File: src/rtl/reg_share_pkg.sv
// Shared types and default sizing for the register-sharing arbiter.
package reg_share_pkg;

  localparam int DEF_NREQ  = 4;
  localparam int DEF_WIDTH = 8;

  typedef enum logic [1:0] {
    IDLE    = 2'd0,
    GRANT   = 2'd1,
    CAPTURE = 2'd2
  } state_t;

endpackage

File: src/rtl/reg_share_arbiter_rr_pick.sv
// Combinational round-robin picker: first asserted request at or after i_ptr,
// searching upward with wrap.
module rr_pick
  import reg_share_pkg::*;
#(
  parameter int NREQ = DEF_NREQ,
  parameter int PW   = $clog2(NREQ)
) (
  input  logic [NREQ-1:0] i_req,
  input  logic [PW-1:0]   i_ptr,
  output logic [NREQ-1:0] o_onehot,
  output logic [PW-1:0]   o_idx
);

  logic w_found;
  int   w_cand;

  always_comb begin
    o_onehot = '0;
    o_idx    = '0;
    w_found  = 1'b0;
    w_cand   = 0;
    for (int k = 0; k < NREQ; k++) begin
      w_cand = int'(i_ptr) + k;
      if (w_cand >= NREQ) w_cand = w_cand - NREQ;
      if (!w_found && i_req[w_cand]) begin
        w_found          = 1'b1;
        o_onehot[w_cand] = 1'b1;
        o_idx            = PW'(w_cand);
      end
    end
  end

endmodule

File: src/rtl/reg_share_arbiter.sv
// Round-robin arbiter granting NREQ requesters write access to one shared register.
// Optional even-parity output q_par when REG_SHARE_PARITY_EN is defined.
//
// state   | meaning
// IDLE    | no transaction; arbitrate any pending request from r_ptr
// GRANT   | gnt held one-hot; capture if the winner still requests, else abort
// CAPTURE | q loaded, ack high for this cycle; advance r_ptr past the winner
module reg_share_arbiter
  import reg_share_pkg::*;
#(
  parameter int NREQ  = DEF_NREQ,
  parameter int WIDTH = DEF_WIDTH,
  localparam int PW   = $clog2(NREQ)
) (
  input  logic                  clk,
  input  logic                  reset,
  input  logic [NREQ-1:0]       req,
  input  logic [NREQ*WIDTH-1:0] wdata,
  input  logic                  clr,
  output logic [NREQ-1:0]       gnt,
  output logic                  ack,
  output logic [WIDTH-1:0]      q,
  output logic [PW-1:0]         owner
`ifdef REG_SHARE_PARITY_EN
  ,
  output logic                  q_par
`endif
);

  state_t            r_state, w_state_nxt;
  logic [NREQ-1:0]   r_gnt, w_gnt_nxt;
  logic [PW-1:0]     r_gidx, w_gidx_nxt;
  logic              r_ack, w_ack_nxt;
  logic [WIDTH-1:0]  r_q, w_q_nxt;
  logic [PW-1:0]     r_owner, w_owner_nxt;
  logic [PW-1:0]     r_ptr, w_ptr_nxt;
  logic              w_load;
  logic [NREQ-1:0]   w_pick_oh;
  logic [PW-1:0]     w_pick_idx;
  logic [WIDTH-1:0]  w_slice;
  logic [PW-1:0]     w_gidx_inc;

  rr_pick #(
    .NREQ (NREQ),
    .PW   (PW)
  ) u_rr_pick (
    .i_req    (req),
    .i_ptr    (r_ptr),
    .o_onehot (w_pick_oh),
    .o_idx    (w_pick_idx)
  );

  // Only the latched winner's slice is ever looked at, so other requesters
  // can change freely while a transaction is in flight.
  assign w_slice    = wdata[int'(r_gidx)*WIDTH +: WIDTH];
  assign w_gidx_inc = (r_gidx == PW'(NREQ-1)) ? '0 : r_gidx + 1'b1;

  always_comb begin
    w_state_nxt = r_state;
    w_gnt_nxt   = r_gnt;
    w_gidx_nxt  = r_gidx;
    w_ack_nxt   = 1'b0;
    w_q_nxt     = r_q;
    w_owner_nxt = r_owner;
    w_ptr_nxt   = r_ptr;
    w_load      = 1'b0;
    case (r_state)
      IDLE: begin
        if (|req) begin
          w_state_nxt = GRANT;
          w_gnt_nxt   = w_pick_oh;
          w_gidx_nxt  = w_pick_idx;
        end
      end
      GRANT: begin
        if (req[r_gidx]) begin
          w_state_nxt = CAPTURE;
          w_load      = 1'b1;
          w_q_nxt     = w_slice;
          w_owner_nxt = r_gidx;
          w_ack_nxt   = 1'b1;
        end else begin
          w_state_nxt = IDLE;
          w_gnt_nxt   = '0;
        end
      end
      CAPTURE: begin
        w_state_nxt = IDLE;
        w_gnt_nxt   = '0;
        w_ptr_nxt   = w_gidx_inc;
      end
      default: begin
        w_state_nxt = IDLE;
        w_gnt_nxt   = '0;
      end
    endcase
    // A capture on the same edge takes precedence over clear.
    if (clr && !w_load) w_q_nxt = '0;
  end

  always_ff @(posedge clk or posedge reset) begin
    if (reset) begin
      r_state <= IDLE;
      r_gnt   <= '0;
      r_gidx  <= '0;
      r_ack   <= 1'b0;
      r_q     <= '0;
      r_owner <= '0;
      r_ptr   <= '0;
    end else begin
      r_state <= w_state_nxt;
      r_gnt   <= w_gnt_nxt;
      r_gidx  <= w_gidx_nxt;
      r_ack   <= w_ack_nxt;
      r_q     <= w_q_nxt;
      r_owner <= w_owner_nxt;
      r_ptr   <= w_ptr_nxt;
    end
  end

  assign gnt   = r_gnt;
  assign ack   = r_ack;
  assign q     = r_q;
  assign owner = r_owner;

`ifdef REG_SHARE_PARITY_EN
  logic r_q_par;

  always_ff @(posedge clk or posedge reset) begin
    if (reset) r_q_par <= 1'b0;
    else       r_q_par <= ^w_q_nxt;
  end

  assign q_par = r_q_par;
`endif

endmodule

File: config.mk
export PLATFORM = sky130hd
export DESIGN_NAME = reg_share_arbiter
export DESIGN_NICKNAME = d
export VERILOG_FILES = /design/src/rtl/reg_share_pkg.sv /design/src/rtl/reg_share_arbiter_rr_pick.sv /design/src/rtl/reg_share_arbiter.sv
export SDC_FILE = /design/constraint.sdc
export NUM_CORES = 1
export LEC_CHECK = 0
export CORE_AREA = 2 2 62 64
export DETAILED_ROUTE_END_ITERATION = 7
export DIE_AREA = 0 0 64 66
export PLACE_DENSITY = 0.78
export SETUP_SLACK_MARGIN = 0.4
export SLEW_MARGIN = 20
export SYNTH_ARGS = -nofsm -noshare
export SYNTH_HDL_FRONTEND = slang
export SYNTH_SLANG_ARGS = --single-unit
File: constraint.sdc
create_clock -name clk -period 5.25 [get_ports clk]
set_input_delay 0.525 -clock clk [delete_from_list [all_inputs] [get_ports clk]]
set_output_delay 0.525 -clock clk [all_outputs]
set_load 0.01 [all_outputs]
==> run metrics, run 1 <==
Setup CP Type=register to register; Peak VDD IR=~0.00023 V; Area Growth Syn to Fin=34.3%; yosys warns=0; worst slew pin tran=slightly below 0.8 ns; clock skew=about 0.0016 ns; CTS Buf Count=3; proportion of layout cells with a drive suffix above 1=0.169; Overflow after GRT=0; area occupied by multi-input gates=around 890 um2; post-layout net count=224; largest net degree at the start of global routing=22; critical path, cell by cell=inv_1, ha_1, mux4_2, a21oi_1, a221oi_1, a221o_2; Non-Filler Instances=226; placed insts=around 220; Rel. slew slack=0.485; synthesized netlist cell count=between 100 and 150; register area=approximately 530 um2; Post-CTS Setup Inserts=0; #FFs+latches synth=21; WP data arrival=2.72 ns; port bufs=53; R2R setup slack=~2.7 ns; Lkg Pwr=0.868 nW; vias=between 1k and 1.5k; Post-Route WL=~3600 um; Crit Path Max Fanout=14; CTS HTree Levels=1; Clk pin slew, worst setup/hold paths=between 0.1 and 0.15 ns; FMAX=397 MHz; final setup margin=about 2.7 ns; Power Density=463 nW/um2; max-capacitance violation count=0; antenna-violating nets left=0; min cycle time layout=2.52 ns; CP startpoint=r_ptr[0]$_DFFE_PP0N_; Detailed Routing Iterations Pass 1=4; Skew-Pair Late Insertion Delay=0.30 ns; ANT cells=0; CTS tree=built; CP Launch Type=register; area of the mapped netlist=between 1500 and 2000 um2; RSZ-0062 raised after global routing=no; hpwl dp=between 2000 and 3000 um; DRC viols=0; Setup crit end=gnt[0]$_DFFE_PP0P_; FP Rows=22; synth unique cells=31; setup TNS=0 ns; Fillers=between 200 and 300; Pwr Total=between 0.0009 and 0.001 W; Hold Slack=0.518 ns; synthesized area per cell=approximately 12 um2; CTS Hold Buffers Added=0; Setup crit end kind=register; Final period util=0.480; Sink Count=21; CTS max path bufs=2; Die Width=~64 um; Resized cells post-CTS=0; worst hold-check path type=register to register; routability cong.=~0.92; DRT iter0 DRCs=54; Slew Viols, Final=0; vias in the first global route=1,217; status=completed; I/O pin total=54; Initial Util=0.435; final hold vios=0; syn_nets=177; Tot GR Track Use=0.184; die height=between 60 and 70 um; first-pass GRT wire length=around 6000 um; Place WS=between 2 and 3 ns; r2r startpoint=r_ptr[0]$_DFFE_PP0N_; routed len/inst=16.0 um; reg2reg path depth=6; die area=around 4200 um2; Worst EP required=approximately 5.5 ns; DR vias/cell=about 5.5; Slowest cell on crit path=dfrtp_1; Seq/Total Area, Yosys=0.340; Crit Reg-Reg Endpoint=gnt[0]$_DFFE_PP0P_; initial antenna violation count=0; crit-path max cell delay=approximately 0.7 ns; core footprint=around 3600 um2; clock root cell=clkbuf_4; setup violators final=0
-- worst max-delay path, delay by kind of cell (launching register included) --
| kind | cells | cell delay (ns) |
|---|---|---|
| mux | 1 | 0.45 |
| compound gates | 3 | 0.62 |
| flops | 1 | 0.70 |
| fa+ha+maj | 1 | 0.46 |
| buf+inv | 1 | 0.17 |
-- where the power goes --
part | leakage (nW) | switching, W | total [W] | internal (W)
clock network | 0.0177 | 0.0000473 | 0.0000757 | 0.0000284
registers | 0.272 | 0.0000941 | 0.000315 | 0.000221
logic | 0.578 | 0.000244 | 0.000571 | 0.000327
total | 0.868 | 0.000386 | 0.000962 | 0.000576
-- sequential cells by signal, summed over array words and instances, names as in the netlist --
| name | cells |
|---|---|
| ack | 1 |
| gnt | 4 |
| owner | 2 |
| q | 8 |
| r_gidx | 2 |
| r_ptr | 2 |
| r_state | 2 |
-- kinds of logic after synthesis --
logic type                 synth area share
AOI/OAI and AO/OA                     0.121
and+or+nand+nor                       0.111
DFF                                   0.340
muxes                                 0.293
buffers and inverters                0.0858
adders and majority gates            0.0486
-- how the worst min path moves through the flow --
stage	to	slack (ns)	startpoint	cells after the start
after floorplan	ack$_DFF_PP0_	0.50	reset	1
after global placement	owner[0]$_DFFE_PP0P_	0.49	owner[0]$_DFFE_PP0P_	1
after detailed placement	owner[0]$_DFFE_PP0P_	0.50	owner[0]$_DFFE_PP0P_	1
after CTS	owner[0]$_DFFE_PP0P_	0.52	owner[0]$_DFFE_PP0P_	1
after global routing	owner[1]$_DFFE_PP0P_	0.54	owner[1]$_DFFE_PP0P_	1
final	owner[1]$_DFFE_PP0P_	0.52	owner[1]$_DFFE_PP0P_	1
-- layer usage --
layer | routed length [um] | share of wire | global-route usage | vias to the layer above
met5 | 0 | 0 | 0 | -
met4 | 70 | 0.019 | 0.0897 | 0
met3 | 338 | 0.093 | 0.0494 | 5
met2 | 1690 | 0.47 | 0.301 | 67
met1 | 1520 | 0.42 | 0.223 | 582
li1 | - | - | - | 588
-- Yosys cell counts --
cell | instances | share of area
dfrtp_1 | 21 | 0.34
inv_1 | 12 | 0.029
mux2_2 | 12 | 0.087
mux4_2 | 10 | 0.15
nor2b_1 | 9 | 0.036
a221oi_1 | 6 | 0.034
ha_1 | 6 | 0.049
a21oi_1 | 5 | 0.016
buf_6 | 5 | 0.036
nand2_1 | 5 | 0.012
buf_2 | 4 | 0.013
mux2i_1 | 4 | 0.026
nand3b_1 | 4 | 0.019
o21ai_0 | 4 | 0.013
a221o_2 | 3 | 0.022
nand3_1 | 3 | 0.0097
o31ai_1 | 3 | 0.015
mux4_1 | 2 | 0.034
nor2_1 | 2 | 0.0049
a211o_1 | 1 | 0.0057
a211oi_1 | 1 | 0.0049
a221o_1 | 1 | 0.0065
a22oi_1 | 1 | 0.0049
and3_1 | 1 | 0.0041
buf_4 | 1 | 0.0049
clkbuf_1 | 1 | 0.0024
nand2b_1 | 1 | 0.0041
nor3_2 | 1 | 0.0065
nor4_1 | 1 | 0.0041
nor4b_1 | 1 | 0.0057
or2_1 | 1 | 0.0041
-- placed cells by master, fill, tap and decap left out, types with 2 or more instances in the layout --
cell / netlist / layout
mux2_2: 12 / 12
a221oi_1: 6 / 6
mux4_2: 10 / 10
inv_1: 12 / 12
a21oi_1: 5 / 5
o21ai_0: 4 / 4
a221o_2: 3 / 3
o31ai_1: 3 / 3
ha_1: 6 / 6
nand2_1: 5 / 5
mux4_1: 2 / 2
nor2_1: 2 / 2
nor2b_1: 9 / 9
clkdlybuf4s50_1: 0 / 53
mux2i_1: 4 / 4
clkbuf_4: 0 / 3
nand3b_1: 4 / 4
dfrtp_1: 21 / 21
nand3_1: 3 / 3
-- metrics by stage --
| step | cell area [um2] | utilization |
|---|---|---|
| final | 2080 | 0.585 |
| after global routing | 2080 | 0.585 |
| after CTS | 2080 | 0.585 |
| after detailed placement | 2050 | 0.577 |
| after global placement | 2050 | 0.577 |
| after floorplan | 1550 | - |
-- cell type report --
cell class / instances / area share
timing repair buffer: 53 / 0.256
sequential: 21 / 0.253
clock inverter: 1 / 0.00241
inverter: 12 / 0.0217
multi-input combinational: 88 / 0.427
tap: 48 / 0.0289
clock buffer: 3 / 0.0108
No activity file was read; power rests on OpenSTA's default activity.
==> run 2, diff against run 1 <==
Settings changed: CORE_AREA 2 2 62 64 to 2 2 65 67, DIE_AREA 0 0 64 66 to 0 0 67 69, PLACE_DENSITY 0.78 to 0.74.
Clock period 5.25 ns to 2.16 ns, I/O delays scaled along.
==> run 2 against run 1 <==
Via count up 9.7%. Combinational power grew to 3.7 times the previous value. Clock-buffer cell count is the same. Total power rose to 3.1 times the previous value. Global-route usage decreased by 0.28 points. Largest power group unchanged. Routed wire length rose by 14%.
==> run metrics, run 2 (same netlist as run 1, synthesis figures left out) <==
CP Launch Type=register; min cycle time layout=approximately 1.9 ns; Clk pin slew, worst setup/hold paths=approximately 0.070 ns; Crit Path Max Fanout=5; ANT cells=0; Overflow after GRT=0; Skew-Pair Late Insertion Delay=between 0.2 and 0.3 ns; die height=~69 um; DRT iter0 DRCs=39; hpwl dp=between 2000 and 3000 um; r2r startpoint=r_ptr[0]$_DFFE_PP0N_; most frequent cells in the layout=clkdlybuf4s50_1, dfrtp_1, buf_4; Initial Util=0.395; Peak VDD IR=between 0.0006 and 0.0007 V; post-layout net count=245; Die Width=around 67 um; Post-Route WL=about 4100 um; routability cong.=between 0.7 and 0.8; vias=around 1.4k; Area Growth Syn to Fin=52.6%; clock skew=about 0.0052 ns; worst hold-check path type=primary input to async pin; commonest non-fill, non-tap cell in the layout=clkdlybuf4s50_1; register area=527 um2; Sink Count=21; CTS tree=built; Tot GR Track Use=0.181; core footprint=a little under 4000 um2; CTS max path bufs=2; max-capacitance violation count=0; CP startpoint=r_ptr[0]$_DFFE_PP0N_; Final period util=0.869; die area=approximately 4600 um2; DRC viols=0; status=completed; DR vias/cell=around 5.5; Fillers=approximately 340; port bufs=53; Rel. slew slack=0.493; first-pass GRT wire length=approximately 6600 um; FMAX=533 MHz; final setup margin=~0.28 ns; Detailed Routing Iterations Pass 1=4; worst slew pin tran=0.760 ns; RSZ-0062 raised after global routing=yes; FP Rows=23; Lkg Pwr=a little under 1 nW; routed len/inst=about 17 um; max FFs per register=8; largest net degree at the start of global routing=22; initial antenna violation count=0; I/O pin total=54; Setup CP Type=register to register; Place WS=-0.0564 ns; Setup crit end kind=register; CTS HTree Levels=1; Power Density=approximately 1300 nW/um2; setup violators final=0; CTS Buf Count=3; antenna-violating nets left=0; WP data arrival=about 2.1 ns; vias in the first global route=1,389; Worst EP required=approximately 2.4 ns; final hold vios=0; Core Util, Final=0.602; proportion of layout cells with a drive suffix above 1=0.352; area occupied by multi-input gates=983 um2; Slew Viols, Final=0; clock root cell=clkbuf_8
## run 2: cell count changes in the layout (fill, tap and decap cells not counted), moves of 3 or more
cell,change
mux4_2,+3
clkbuf_4,-3
a221oi_1,-4
a221oi_2,+4
a21oi_1,-4
dlygate4sd2_1,+4
clkdlybuf4s50_1,-4
buf_6,+4
clkbuf_8,+3
a21oi_2,+4
buf_4,+16
## run 2: worst max-delay path, stage by stage (launching register included)
cell	delay (ns)
dfrtp_2	0.45
inv_4	0.06
ha_4	0.29
mux4_2	0.38
buf_6	0.16
nor4b_2	0.25
o21ai_0	0.13
nand3_1	0.10
## run 2: final timing paths
path                                              end  slack (ns)  cells past startpoint
worst min-delay path                    ack$_DFF_PP0_        0.39                      2
max in group asynchronous        r_ptr[0]$_DFFE_PP0N_        1.23                      2
min in group clk                   gnt[1]$_DFFE_PP0P_        0.52                      1
worst max register to register  r_gidx[1]$_DFFE_PP0P_        0.28                      7
worst min register to register     gnt[1]$_DFFE_PP0P_        0.52                      1
worst max-delay path            r_gidx[1]$_DFFE_PP0P_        0.28                      7
## run 2: repair_timing
| action | CTS | global route |
|---|---|---|
| buffers inserted | 10 | 1 |
| resized for setup | 16 | 9 |
| pin swaps | 4 | 8 |
| gates cloned | 1 | 0 |
| setup endpoints to repair | 16 | 6 |
| hold buffers | 0 | 0 |
## run 2: area by class of cell
type | count | area share
Clock buffer | 3 | 0.0175
Clock inverter | 1 | 0.00212
Inverter | 12 | 0.0202
Multi-Input combinational cell | 89 | 0.417
Sequential cell | 21 | 0.223
Tap cell | 50 | 0.0265
Timing Repair Buffer | 73 | 0.293
## run 2: metrics by stage
stage / setup TNS (ns) / std cells / instance area (um2) / total power (W) / hold slack (ns)
2_1_floorplan: 0 / 132 / 1570 / 0.00188 / 0.193
3_3_place_gp: 0 / 233 / 2140 / 0.00231 / 0.498
3_5_place_dp: -0.535 / 233 / 2140 / 0.00236 / 0.512
4_1_cts: 0 / 248 / 2310 / 0.00288 / 0.426
5_1_grt: 0 / 249 / 2360 / 0.00322 / 0.497
6_report: 0 / 249 / 2360 / 0.00301 / 0.395
## run 2: power breakdown
group	switching (W)	internal [W]
Combinational	0.000939	0.00118
Clock	0.000113	0.000128
Sequential	0.000113	0.000543
## run 2: routing by layer
metal / track usage / share of wire
met1: 0.228 / 0.40
met4: 0.0454 / 0.012
met5: 0 / 0
met3: 0.0277 / 0.076
met2: 0.317 / 0.51
==> variant: new RTL, config.mk and constraints of run 2 <==
Re-encode `state_t` (3 states) as one-hot, 3 bits wide.
--- a/src/rtl/reg_share_pkg.sv
+++ b/src/rtl/reg_share_pkg.sv
@@ -4,10 +4,10 @@
   localparam int DEF_NREQ  = 4;
   localparam int DEF_WIDTH = 8;
 
-  typedef enum logic [1:0] {
-    IDLE    = 2'd0,
-    GRANT   = 2'd1,
-    CAPTURE = 2'd2
+  typedef enum logic [2:0] {
+    IDLE    = 3'b001,
+    GRANT   = 3'b010,
+    CAPTURE = 3'b100
   } state_t;
 
 endpackage
Check against the original RTL: no difference found for any inputs over 10 cycles, from zero or initial values and one cycle with reset high; not proved beyond that.
==> variant against run 2 <==
Power fell by 5.1%; global-route usage fell by 0.12 points; combinational power fell by 14%; design area rose by 0.11%; sequential cell count rose by 1; utilization rose by 0.064 points; area after synthesis fell by 1.4%; routed wire length rose by 1.4%; worst setup slack got worse by 0.13 ns; first-iteration DRC count rose by 31%; hold slack got worse by 0.11 ns; largest power group unchanged.
==> variant: results (changes against run 2) <==
- Clock buf/inv share: 3.02% (+1.1 points)
- Dpl hpwl: 2900 um (-1.6%)
- Peak VDD IR: 0.000524 V (-19%)
- Met2 Wirelength: 2150 um (+2.2%)
- Worst hold margin: 0.283 ns (-0.112 ns)
- Outcome: finished, final reports clean
- Placement Setup Slack: -0.0153 ns (+0.0410 ns)
- GRT met1 Usage: 20.6% (-2.2 points)
- Synth top area cells: dfrtp_1 34%, mux4_2 19%, mux2_2 7.4%
- Non-clk buf share: 27.2% (-2.1 points)
- Met2 usage: 31.8% (+0.11 points)
- WL met1: 1620 um (-2.2%)
- Mux share of post-synthesis cell area: 27.9% (-1.4 points)
- DRT iter0 DRCs: 51 (+31%)
- Layout Skew: 0.00146 ns (-0.00378 ns)
- Vias in the first global route: 1354 (-2.5%)
- WL met3: 330 um (+4.8%)
- Reg2reg path depth: 6 (-1)
- Reg2reg setup slack: 0.15 ns (-0.13 ns)
- Cell variety after synth: 34 (+9.7%)
- Most frequent cells after synthesis: 21 x dfrtp_1, 13 x mux4_2, 12 x inv_1, 11 x nor2b_1, 10 x mux2_2
- Post-Syn Instances: 127 (-3.8%)
- CP arrival: 2.15 ns (+0.08 ns)
- Pleak: 0.982 nW (-0.57%)
- Fraction of area in multi-input gates: 41.7% (about the same)
- Sequential cell area: 552 um2 (+4.8%)
- # fillers: 333 (-2.6%)
- Met3 Use GR: 3.26% (+0.49 points)
- Worst-Margin Slew: 0.424 ns (-0.336 ns)
- Wirelength per Cell: 17.1 um (+3.1%)
- Global-route wire length before repair: 6430 um (-3.2%)
- Syn_nets: 171 (-3.4%)
- Reg2reg end: gnt[2]$_DFFE_PP0P_
- GRT Util Overall: 17.9% (-0.12 points)
- Max FO, Critical Path: 6 (+1)
- Post-synthesis sequential area ratio: 36.2% (+2.2 points)
- Synth Area in Adders: 4.11% (-0.75 points)
## variant: cell count changes in the layout (fill, tap and decap cells not counted), moves of 3 or more
| cell | change |
|---|---|
| a221o_1 | +3 |
| a221o_2 | -3 |
| buf_6 | -3 |
| mux2_2 | -3 |
## variant: critical path: stages (launching register included)
cell	delay (ns)
dfrtp_1	0.42
inv_4	0.05
ha_4	0.29
mux4_2	0.61
a21oi_2	0.18
a221oi_2	0.07
a221o_1	0.27
## variant: how the worst max path moves through the flow
stage	slack, ns	start	cells after the start	endpoint
2_1_floorplan	0.01	r_ptr[0]$_DFFE_PP0N_	8	gnt[3]$_DFFE_PP0P_
3_3_place_gp	0.05	req[2]	6	owner[1]$_DFFE_PP0P_
3_5_place_dp	-0.02	req[2]	6	owner[1]$_DFFE_PP0P_
4_1_cts	0.16	r_ptr[0]$_DFFE_PP0N_	5	gnt[2]$_DFFE_PP0P_
5_1_grt	0.09	r_ptr[1]$_DFFE_PP0N_	6	gnt[2]$_DFFE_PP0P_
6_report	0.15	r_ptr[0]$_DFFE_PP0N_	6	gnt[2]$_DFFE_PP0P_
## variant: where the power goes
part	total [W]	leakage, nW	switching (W)	internal (W)
Clock	0.000372	0.0357	0.000125	0.000247
Sequential	0.000672	0.289	0.000101	0.000570
Combinational	0.00182	0.658	0.000819	0.000999
Total	0.00286	0.982	0.00104	0.00182
## variant: repair_timing
item | 4_1_cts | 5_1_grt
setup buffers | 3 | 2
pin swaps | 4 | 5
gates cloned | 2 | 1
setup endpoints to repair | 17 | 8
resized for setup | 6 | 5
## variant: kinds of logic after synthesis
family | after synthesis
and+or+nand+nor | 31
adders and majority gates | 5
DFF | 22
muxes | 25
AOI/OAI and AO/OA | 25
buffers and inverters | 19
